File: src/rtl/pwm_pkg.sv
// Shared types and constants for the tick-driven PWM generator.
// Latency: n/a (declarations only).
// Backpressure: n/a.
package pwm_pkg;

   // Default counter / period / duty width.
   localparam int PWM_WIDTH = 8;

   // Counter-width value type at the default width.
   typedef logic [PWM_WIDTH-1:0] pwm_cnt_t;

endpackage

File: src/rtl/pwm_gen_edge_rise_det.sv
// One-register rising-edge detector for a divider level output.
// Latency: rise is combinational from d, valid in the cycle d is first seen high.
// Backpressure: none; every rising edge yields exactly one single-cycle pulse.
module edge_rise_det (
   input  logic clk,
   input  logic rst,
   input  logic d,
   output logic rise
);

   logic d_q;

   // Remember the previous level; cleared on reset so a level held high
   // through reset release is reported as one rise.
   always_ff @(posedge clk) begin
      if (rst) begin
         d_q <= 1'b0;
      end else begin
         d_q <= d;
      end
   end

   assign rise = d & ~d_q;

endmodule

File: src/rtl/pwm_gen.sv
// Tick-driven PWM generator: period counter on divider ticks, registered PWM and wrap strobe.
// Latency: cnt updates one edge after tick_rise; pwm_out lags cnt by one clock.
// Backpressure: none. Optional macro PWM_SHADOW_EN defers period/duty changes to the period boundary.
module pwm_gen
   import pwm_pkg::*;
#(
   parameter int WIDTH = PWM_WIDTH
) (
   input  logic             clk,
   input  logic             rst,
   input  logic             tick_in,
   input  logic             en,
   input  logic [WIDTH-1:0] period,
   input  logic [WIDTH-1:0] duty,
   output logic             pwm_out,
   output logic             period_end,
   output logic [WIDTH-1:0] cnt
);

   logic             tick_rise;
   logic [WIDTH-1:0] period_act;
   logic [WIDTH-1:0] duty_act;
   logic             wrap;

   logic [WIDTH-1:0] cnt_q, cnt_d;
   logic             pe_q, pe_d;
   logic             pwm_q, pwm_d;

   edge_rise_det u_tick_edge (
      .clk  (clk),
      .rst  (rst),
      .d    (tick_in),
      .rise (tick_rise)
   );

   // A counting tick that lands on (or beyond) the last count closes the period.
   assign wrap = en & tick_rise & (cnt_q >= period_act);

`ifdef PWM_SHADOW_EN
   logic [WIDTH-1:0] period_sh_q;
   logic [WIDTH-1:0] duty_sh_q;

   // Shadow copies reload only at a period boundary or while idle, so a
   // running period never sees a half-applied setting.
   always_ff @(posedge clk) begin
      if (rst) begin
         period_sh_q <= '0;
         duty_sh_q   <= '0;
      end else if (!en || wrap) begin
         period_sh_q <= period;
         duty_sh_q   <= duty;
      end
   end

   assign period_act = period_sh_q;
   assign duty_act   = duty_sh_q;
`else
   // Settings act immediately; the >= wrap test keeps a lowered period safe.
   assign period_act = period;
   assign duty_act   = duty;
`endif

   // Next-state for counter, wrap strobe and PWM level.
   always_comb begin
      cnt_d = cnt_q;
      pe_d  = 1'b0;
      pwm_d = 1'b0;
      if (!en) begin
         cnt_d = '0;
      end else begin
         pwm_d = (cnt_q < duty_act);
         if (tick_rise) begin
            if (cnt_q >= period_act) begin
               cnt_d = '0;
               pe_d  = 1'b1;
            end else begin
               cnt_d = cnt_q + WIDTH'(1);
            end
         end
      end
   end

   // State registers; reset overrides enable and ticks.
   always_ff @(posedge clk) begin
      if (rst) begin
         cnt_q <= '0;
         pe_q  <= 1'b0;
         pwm_q <= 1'b0;
      end else begin
         cnt_q <= cnt_d;
         pe_q  <= pe_d;
         pwm_q <= pwm_d;
      end
   end

   assign cnt        = cnt_q;
   assign period_end = pe_q;
   assign pwm_out    = pwm_q;

endmodule

File: config.mk
export PLATFORM = sky130hd
export DESIGN_NAME = pwm_gen
export DESIGN_NICKNAME = d
export VERILOG_FILES = /design/src/rtl/pwm_pkg.sv /design/src/rtl/pwm_gen_edge_rise_det.sv /design/src/rtl/pwm_gen.sv
export SDC_FILE = /design/constraint.sdc
export NUM_CORES = 1
export LEC_CHECK = 0
export CAP_MARGIN = 20
export CORE_MARGIN = 4
export CORE_UTILIZATION = 25
export CTS_BUF_LIST = sky130_fd_sc_hd__clkbuf_4 sky130_fd_sc_hd__clkbuf_8 sky130_fd_sc_hd__clkbuf_16
export DETAILED_ROUTE_END_ITERATION = 10
export GPL_TIMING_DRIVEN = 1
export PLACE_DENSITY_LB_ADDON = 0.1
export SETUP_SLACK_MARGIN = 0.15
export SLEW_MARGIN = 5
export SYNTH_ARGS = -nofsm -noshare
export SYNTH_HDL_FRONTEND = slang
export SYNTH_HIERARCHICAL = 1
export SYNTH_SLANG_ARGS = --single-unit
File: constraint.sdc
create_clock -name clk -period 1.8 [get_ports clk]
set_input_delay 0.36 -clock clk [delete_from_list [all_inputs] [get_ports clk]]
set_output_delay 0.36 -clock clk [all_outputs]
set_load 0.01 [all_outputs]
==> impl_metrics.env <==
export IMPL_cts_tree="built"
export IMPL_timing_fmax_mhz=566.2
export IMPL_r2r_cells=7
export IMPL_r2r_start="cnt[0]"
export IMPL_r2r_end="cnt[4]"
export IMPL_yosysSeqAreaShare=0.2596
export IMPL_seq_area_um2=231.5
export IMPL_mappedNetlistArea_um2=848.3
export IMPL_vdd_drop_max_v=0.0001696
export IMPL_h_tree_depth=1
export IMPL_crit_arrival_ns=1.95
export IMPL_ys_flop_type="dfxtp_1"
export IMPL_hold_start="u_tick_edge/d_q"
export IMPL_required_ns=1.99
export IMPL_ios=30
export IMPL_first_pass_iters=4
export IMPL_die_w_um=66.25
export IMPL_drc_errors=0
export IMPL_grt_max_degree=9
export IMPL_synth_cell_type_count=26
export IMPL_path_cells="clkdlybuf4s50_1 > inv_1 > ha_1 > a2111o_1 > a31oi_4 > a31oi_1 > a21oi_1"
export IMPL_placed_cells=185
export IMPL_ctsRootBufferMaster="clkbuf_4"
export IMPL_path_clk_slew_ns=0.07
export IMPL_initial_core_util=0.2690
export IMPL_gp_congestion=0.8364
export IMPL_cap_violations=0
export IMPL_run_status="finished, final reports clean"
export IMPL_syn_avg_cell_area_um2=8.399
export IMPL_critPathBufInv=2
export IMPL_synthCells=101
export IMPL_n_antenna_cell=0
export IMPL_clkSinkCount=11
export IMPL_io_buffers=29
export IMPL_cp_slowest_cell="clkdlybuf4s50_1"
export IMPL_first_global_vias=879
export IMPL_cts_buffers=3
export IMPL_holdPathStages=3
export IMPL_cts_path_max_buffers=2
export IMPL_grt_overflow=0
export IMPL_post_route_util=0.4659
export IMPL_async_flop_share=0
export IMPL_dpl_hpwl_um=1840
export IMPL_core_um2=3153
export IMPL_final_setup_viol_count=0
export IMPL_p_leak_nw=0.7461
export IMPL_final_instance_count_excl_fill=192
export IMPL_rsz0062_at_grt="true"
export IMPL_worstMarginPinSlew_ns=0.2386
export IMPL_critical_path_class="input port to flip-flop"
export IMPL_viasPerCell=4.594
export IMPL_cp_end_kind="flip-flop"
export IMPL_startpoint="period[3]"
export IMPL_max_stage_delay_ns=0.45
export IMPL_ys_warn_count=6
export IMPL_final_hold_viol_count=0
export IMPL_period_share=0.9812
export IMPL_antenna_left=0
export IMPL_min_to="cnt[4]"
export IMPL_relSlewSlack=0.8409
export IMPL_ys_ff_latch=11
export IMPL_wl_per_cell_um=12.96
export IMPL_antenna_found_initial=0
export IMPL_fp_dieH_um=66.25
export IMPL_critical_path_top_delay_family="compound AO/OA/AOI/OAI gates"
export IMPL_vias=882
export IMPL_crit_fanout=5
export IMPL_fp_row_count=20
export IMPL_area_growth_pct=73.16
export IMPL_fin_skew_ns=0.005298
export IMPL_drt_total_wl_um=2489
export IMPL_power_w=0.0005631
export IMPL_nets=185
export IMPL_clkLatencyLatePin_ns=0.26
export IMPL_hold_slack_ns=0.5813
export IMPL_synth_edf_count=0
export IMPL_powerDensity_nw_per_um2=383.3
export IMPL_fill_cells=331
export IMPL_finalWorstPathRequiredPeriod_ns=1.766
export IMPL_grt_pass1_wl_um=3781
export IMPL_syn_nets=137
export IMPL_maxSlewViolCount=0
export IMPL_initialDrtViolationCount=11
export IMPL_multi_input_area_um2=690.7
export IMPL_worst_hold_path_type="flip-flop to flip-flop"
export IMPL_die_area_um2=4389
export IMPL_r2r_setup_slack_ns=0.04
export IMPL_drive_gt1_frac=0.3176
export IMPL_crit_path_start_kind="input port"
export IMPL_grtUsageTotal=0.1132
-- report_power, final --
part / switching, W / total, W / internal, W / leakage [nW]
logic: 0.0000548 / 0.000133 / 0.0000783 / 0.635
registers: 0.00000222 / 0.000247 / 0.000244 / 0.0924
clock network: 0.0000827 / 0.000183 / 0.000101 / 0.0184
-- placed cells by master (no fill, tap or decap), types with 2 or more instances in the layout --
cell type and count:
a31oi_1 3, nor2b_4 2, nand4_1 2, ha_1 11
dlygate4sd2_1 7, a21oi_1 2, dlymetal6s2s_1 5, dfxtp_4 2
nand2_1 6, clkbuf_4 4, nor2_1 5, nand3_2 2
o21ai_1 3, nand3_1 5, a21oi_2 4, xor2_1 3
dfxtp_1 6, a21o_1 2, dfxtp_2 3, nand2b_1 2
ha_4 4, a211oi_2 2, inv_1 14, and3_1 2
clkdlybuf4s50_1 17, buf_4 14, a31oi_4 2
-- kinds of logic (layout without fill, tap and decap cells) --
group,Yosys count,count (layout),share of synthesized area
simple gates,34,34,0.2257
compound gates,20,21,0.1681
buf+inv,17,63,0.07965
xor+xnor,3,3,0.03098
fa+ha+maj,16,16,0.2360
flops,11,11,0.2596
-- Yosys cell counts, types with 2 or more instances --
cell type | number | share of area
xor2_1 | 3 | 0.031
nand2b_1 | 3 | 0.022
nand3_1 | 7 | 0.041
a21oi_1 | 6 | 0.035
dfxtp_1 | 11 | 0.26
nor2b_4 | 2 | 0.032
a21o_1 | 2 | 0.018
o21ai_0 | 3 | 0.018
nand4_1 | 2 | 0.015
nor2_1 | 6 | 0.027
a211oi_1 | 2 | 0.018
inv_1 | 16 | 0.071
ha_1 | 16 | 0.24
and3_1 | 2 | 0.015
a31oi_1 | 3 | 0.022
nand2_1 | 7 | 0.031
-- cell type report --
| cell class | instances | area share |
|---|---|---|
| tap | 44 | 0.03748 |
| inverter | 16 | 0.04259 |
| timing repair buffer | 43 | 0.2717 |
| clock buffer | 4 | 0.02044 |
| multi-input combinational | 74 | 0.4702 |
| sequential | 11 | 0.1576 |
-- stage by stage --
stage,area (um^2),setup WS [ns],TNS (ns)
floorplan,852.1,0.06916,0
global placement,1280,-0.4194,-3.683
detailed placement,1280,-0.4506,-3.896
CTS,1365,-0.04939,-0.2225
global route,1469,-0.03275,-0.1062
finish,1469,0.03387,0
-- registers in the layout, indices dropped and copies added, names as in the netlist --
name and count:
cnt 8, period_end 1, u_tick_edge/d_q 1, pwm_out 1
-- how the worst max path moves through the flow --
stage | to | cells after the start | slack [ns]
after floorplan | cnt[2] | 7 | 0.07
after global placement | cnt[2] | 7 | -0.42
after detailed placement | cnt[3] | 7 | -0.45
after CTS | cnt[2] | 7 | -0.05
after global routing | cnt[3] | 9 | -0.03
final | cnt[4] | 7 | 0.03
-- worst register-to-register path: cells and delay by family (launching register included) --
family / cells / cell delay (ns)
AOI/OAI and AO/OA: 4 / 0.98
adders and majority gates: 1 / 0.18
buffers and inverters: 1 / 0.06
DFF: 1 / 0.35
and+or+nand+nor: 1 / 0.13
-- metal layers --
metal | vias up | global-route usage | wire, um
li1 | 452 | - | -
met1 | 402 | 0.1453 | 1212
met2 | 24 | 0.1772 | 1124
met3 | 4 | 0.02211 | 105
met4 | 0 | 0.05838 | 47
met5 | - | 0 | 0
-- what timing repair did --
| action | CTS | global route |
|---|---|---|
| endpoints found under the setup margin | 17 | 13 |
| gates resized for setup | 17 | 24 |
| pin swaps | 13 | 17 |
| gates cloned | 1 | 0 |
| setup buffers | 0 | 2 |
| hold buffers | 0 | 0 |
No activity file was read; power rests on OpenSTA's default activity.
==> RTL edit: new RTL, same settings <==
`PWM_WIDTH`: 8 -> 10.
--- a/src/rtl/pwm_pkg.sv
+++ b/src/rtl/pwm_pkg.sv
@@ -6,3 +6,3 @@
    // Default counter / period / duty width.
-   localparam int PWM_WIDTH = 8;
+   localparam int PWM_WIDTH = 10;
 
Interface: changed (resized cnt, duty and period); port bits go from 30 to 36. The function was not compared with the original's and may differ.
==> RTL edit against the unedited design <==
  * Synthesized area up 23%
  * Die area up 20%
  * Sequential cell count up 2
  * Worst setup slack better by 110 ps
  * Cell area up 26%
  * Largest power group unchanged
  * Total power up 27%
  * Routed wire length up 28%
  * Clock power up 50%
  * Sequential power up 19%
==> RTL edit: results (changes against the unedited design) <==
Parameter                              Value

Power
  Clock net power ... 274 uW (was 183 uW)
  Maximum VDD drop ... 0.354 mV (was 0.170 mV)
  Sw Pwr ... 164 uW (was 140 uW)
  Leakage power total ... 0.000973 uW (was 0.000746 uW)
  Internal Pwr Total ... 549 uW (was 423 uW)

Placement
  Placed standard-cell area ... 1570 sq um (was 1280 sq um)
  Worst slack, placed ... -456 ps (was -451 ps)
  Number of I/O port buffers ... 35 (was 29)

Logic synthesis
  Nets in the synthesized netlist ... 163 (was 137)
  Average cell area after synthesis ... 8.78 sq um (was 8.40 sq um)
  Leading cell types by total area after synthesis ... sky130_fd_sc_hd__dfxtp_1 (25%), sky130_fd_sc_hd__ha_1 (24%), sky130_fd_sc_hd__inv_1 (6.8%) (was sky130_fd_sc_hd__dfxtp_1 (26%), sky130_fd_sc_hd__ha_1 (24%), sky130_fd_sc_hd__inv_1 (7.1%))
  Fraction of the yosys area taken by sequential cells ... 24.9% (was 26.0%)

STA
  WHS ... 578 ps (was 581 ps)
  Worst clock skew on the final layout ... 3.72 ps (was 5.30 ps)
  Rel. slew slack ... 83.5% (was 84.1%)

Routing
  WL per Instance ... 14.1 um (was 13.0 um)
  Initial detailed-routing violation count ... 28 (was 11)
  Vias/cell ... 4.71 (was 4.59)

Cells and area
  Max reg flops ... 10 (was 8)
  Fraction of layout instances using a drive strength above 1 ... 37.5% (was 31.8%)

Run status
  Run status ... finished, final reports clean (unchanged)

Setup path
  Arrival time at the worst endpoint ... 1840 ps (was 1950 ps)
  Crit path max fanout ... 8 (was 5)
  Worst reg2reg endpoint ... period_end$_SDFF_PP0_ (was cnt[4]$_SDFFE_PP0P_)
  Type of the worst setup path ... reg2reg (was in2reg)

Clocking
  Clock insertion delay at the later pin of the skew report ... 240 ps (was 260 ps)
  Cells resized by post-CTS repair ... 38 (was 17)

Global routing
  Vias in the first global route ... 1081 (was 879)
  Global Route met3 Usage ... 3.17% (was 2.21%)
  Global Route met1 Usage ... 14.1% (was 14.5%)

Worst hold path
  Origin of the worst min-delay path ... cnt[0]$_SDFFE_PP0P_ (was u_tick_edge/d_q$_SDFF_PP0_)
==> RTL edit: cell count changes after synthesis, sizes merged, moves of 3 or more <==
cell,change
a31oi,-4
ha,+4
inv,+3
nand2,-4
nand3,-7
nand4,+9
nor3,+6
xor2,+4
==> RTL edit: worst max path at each step <==
stage                                        to  slack [ps]  cells past startpoint
after detailed placement  period_end$_SDFF_PP0_        -460                      7
after floorplan           period_end$_SDFF_PP0_         160                      6
after CTS                                cnt[9]         100                      2
final                     period_end$_SDFF_PP0_         140                      8
after global routing      period_end$_SDFF_PP0_          50                      8
after global placement    period_end$_SDFF_PP0_        -410                      7
==> RTL edit: worst max-delay path: stages, from the launching register on <==
cell	delay (ps)
sky130_fd_sc_hd__dfxtp_2	340
sky130_fd_sc_hd__inv_4	50
sky130_fd_sc_hd__ha_4	250
sky130_fd_sc_hd__nand2b_4	110
sky130_fd_sc_hd__a21oi_2	50
sky130_fd_sc_hd__o31a_1	340
sky130_fd_sc_hd__a21boi_4	190
sky130_fd_sc_hd__buf_12	140
sky130_fd_sc_hd__nor2b_4	130
==> RTL edit: layer usage <==
layer	vias to the layer above	share of wire, %
met5	-	0
met4	0	0.19
met3	2	4.4
met2	23	55
met1	506	40
li1	534	-
==> RTL edit: area by class of cell <==
class,instances,area (sq um)
Sequential cell,13,268
Inverter,19,73.8
Timing Repair Buffer,54,515
Fill cell,402,2170
Clock buffer,4,48.8
Tap cell,50,62.6
Multi-Input combinational cell,86,886
==> RTL edit: cell families (layout without fill, tap and decap cells) <==
group	after synthesis	in the layout	share of synthesized area, %
flip-flops	13	13	24.9
buffers and inverters	20	77	7.19
AND/OR/NAND/NOR	39	39	24.3
AO/OA/AOI/OAI	20	20	13.8
XOR/XNOR	7	7	5.87
adder cells (fa/ha/maj)	20	20	24.0
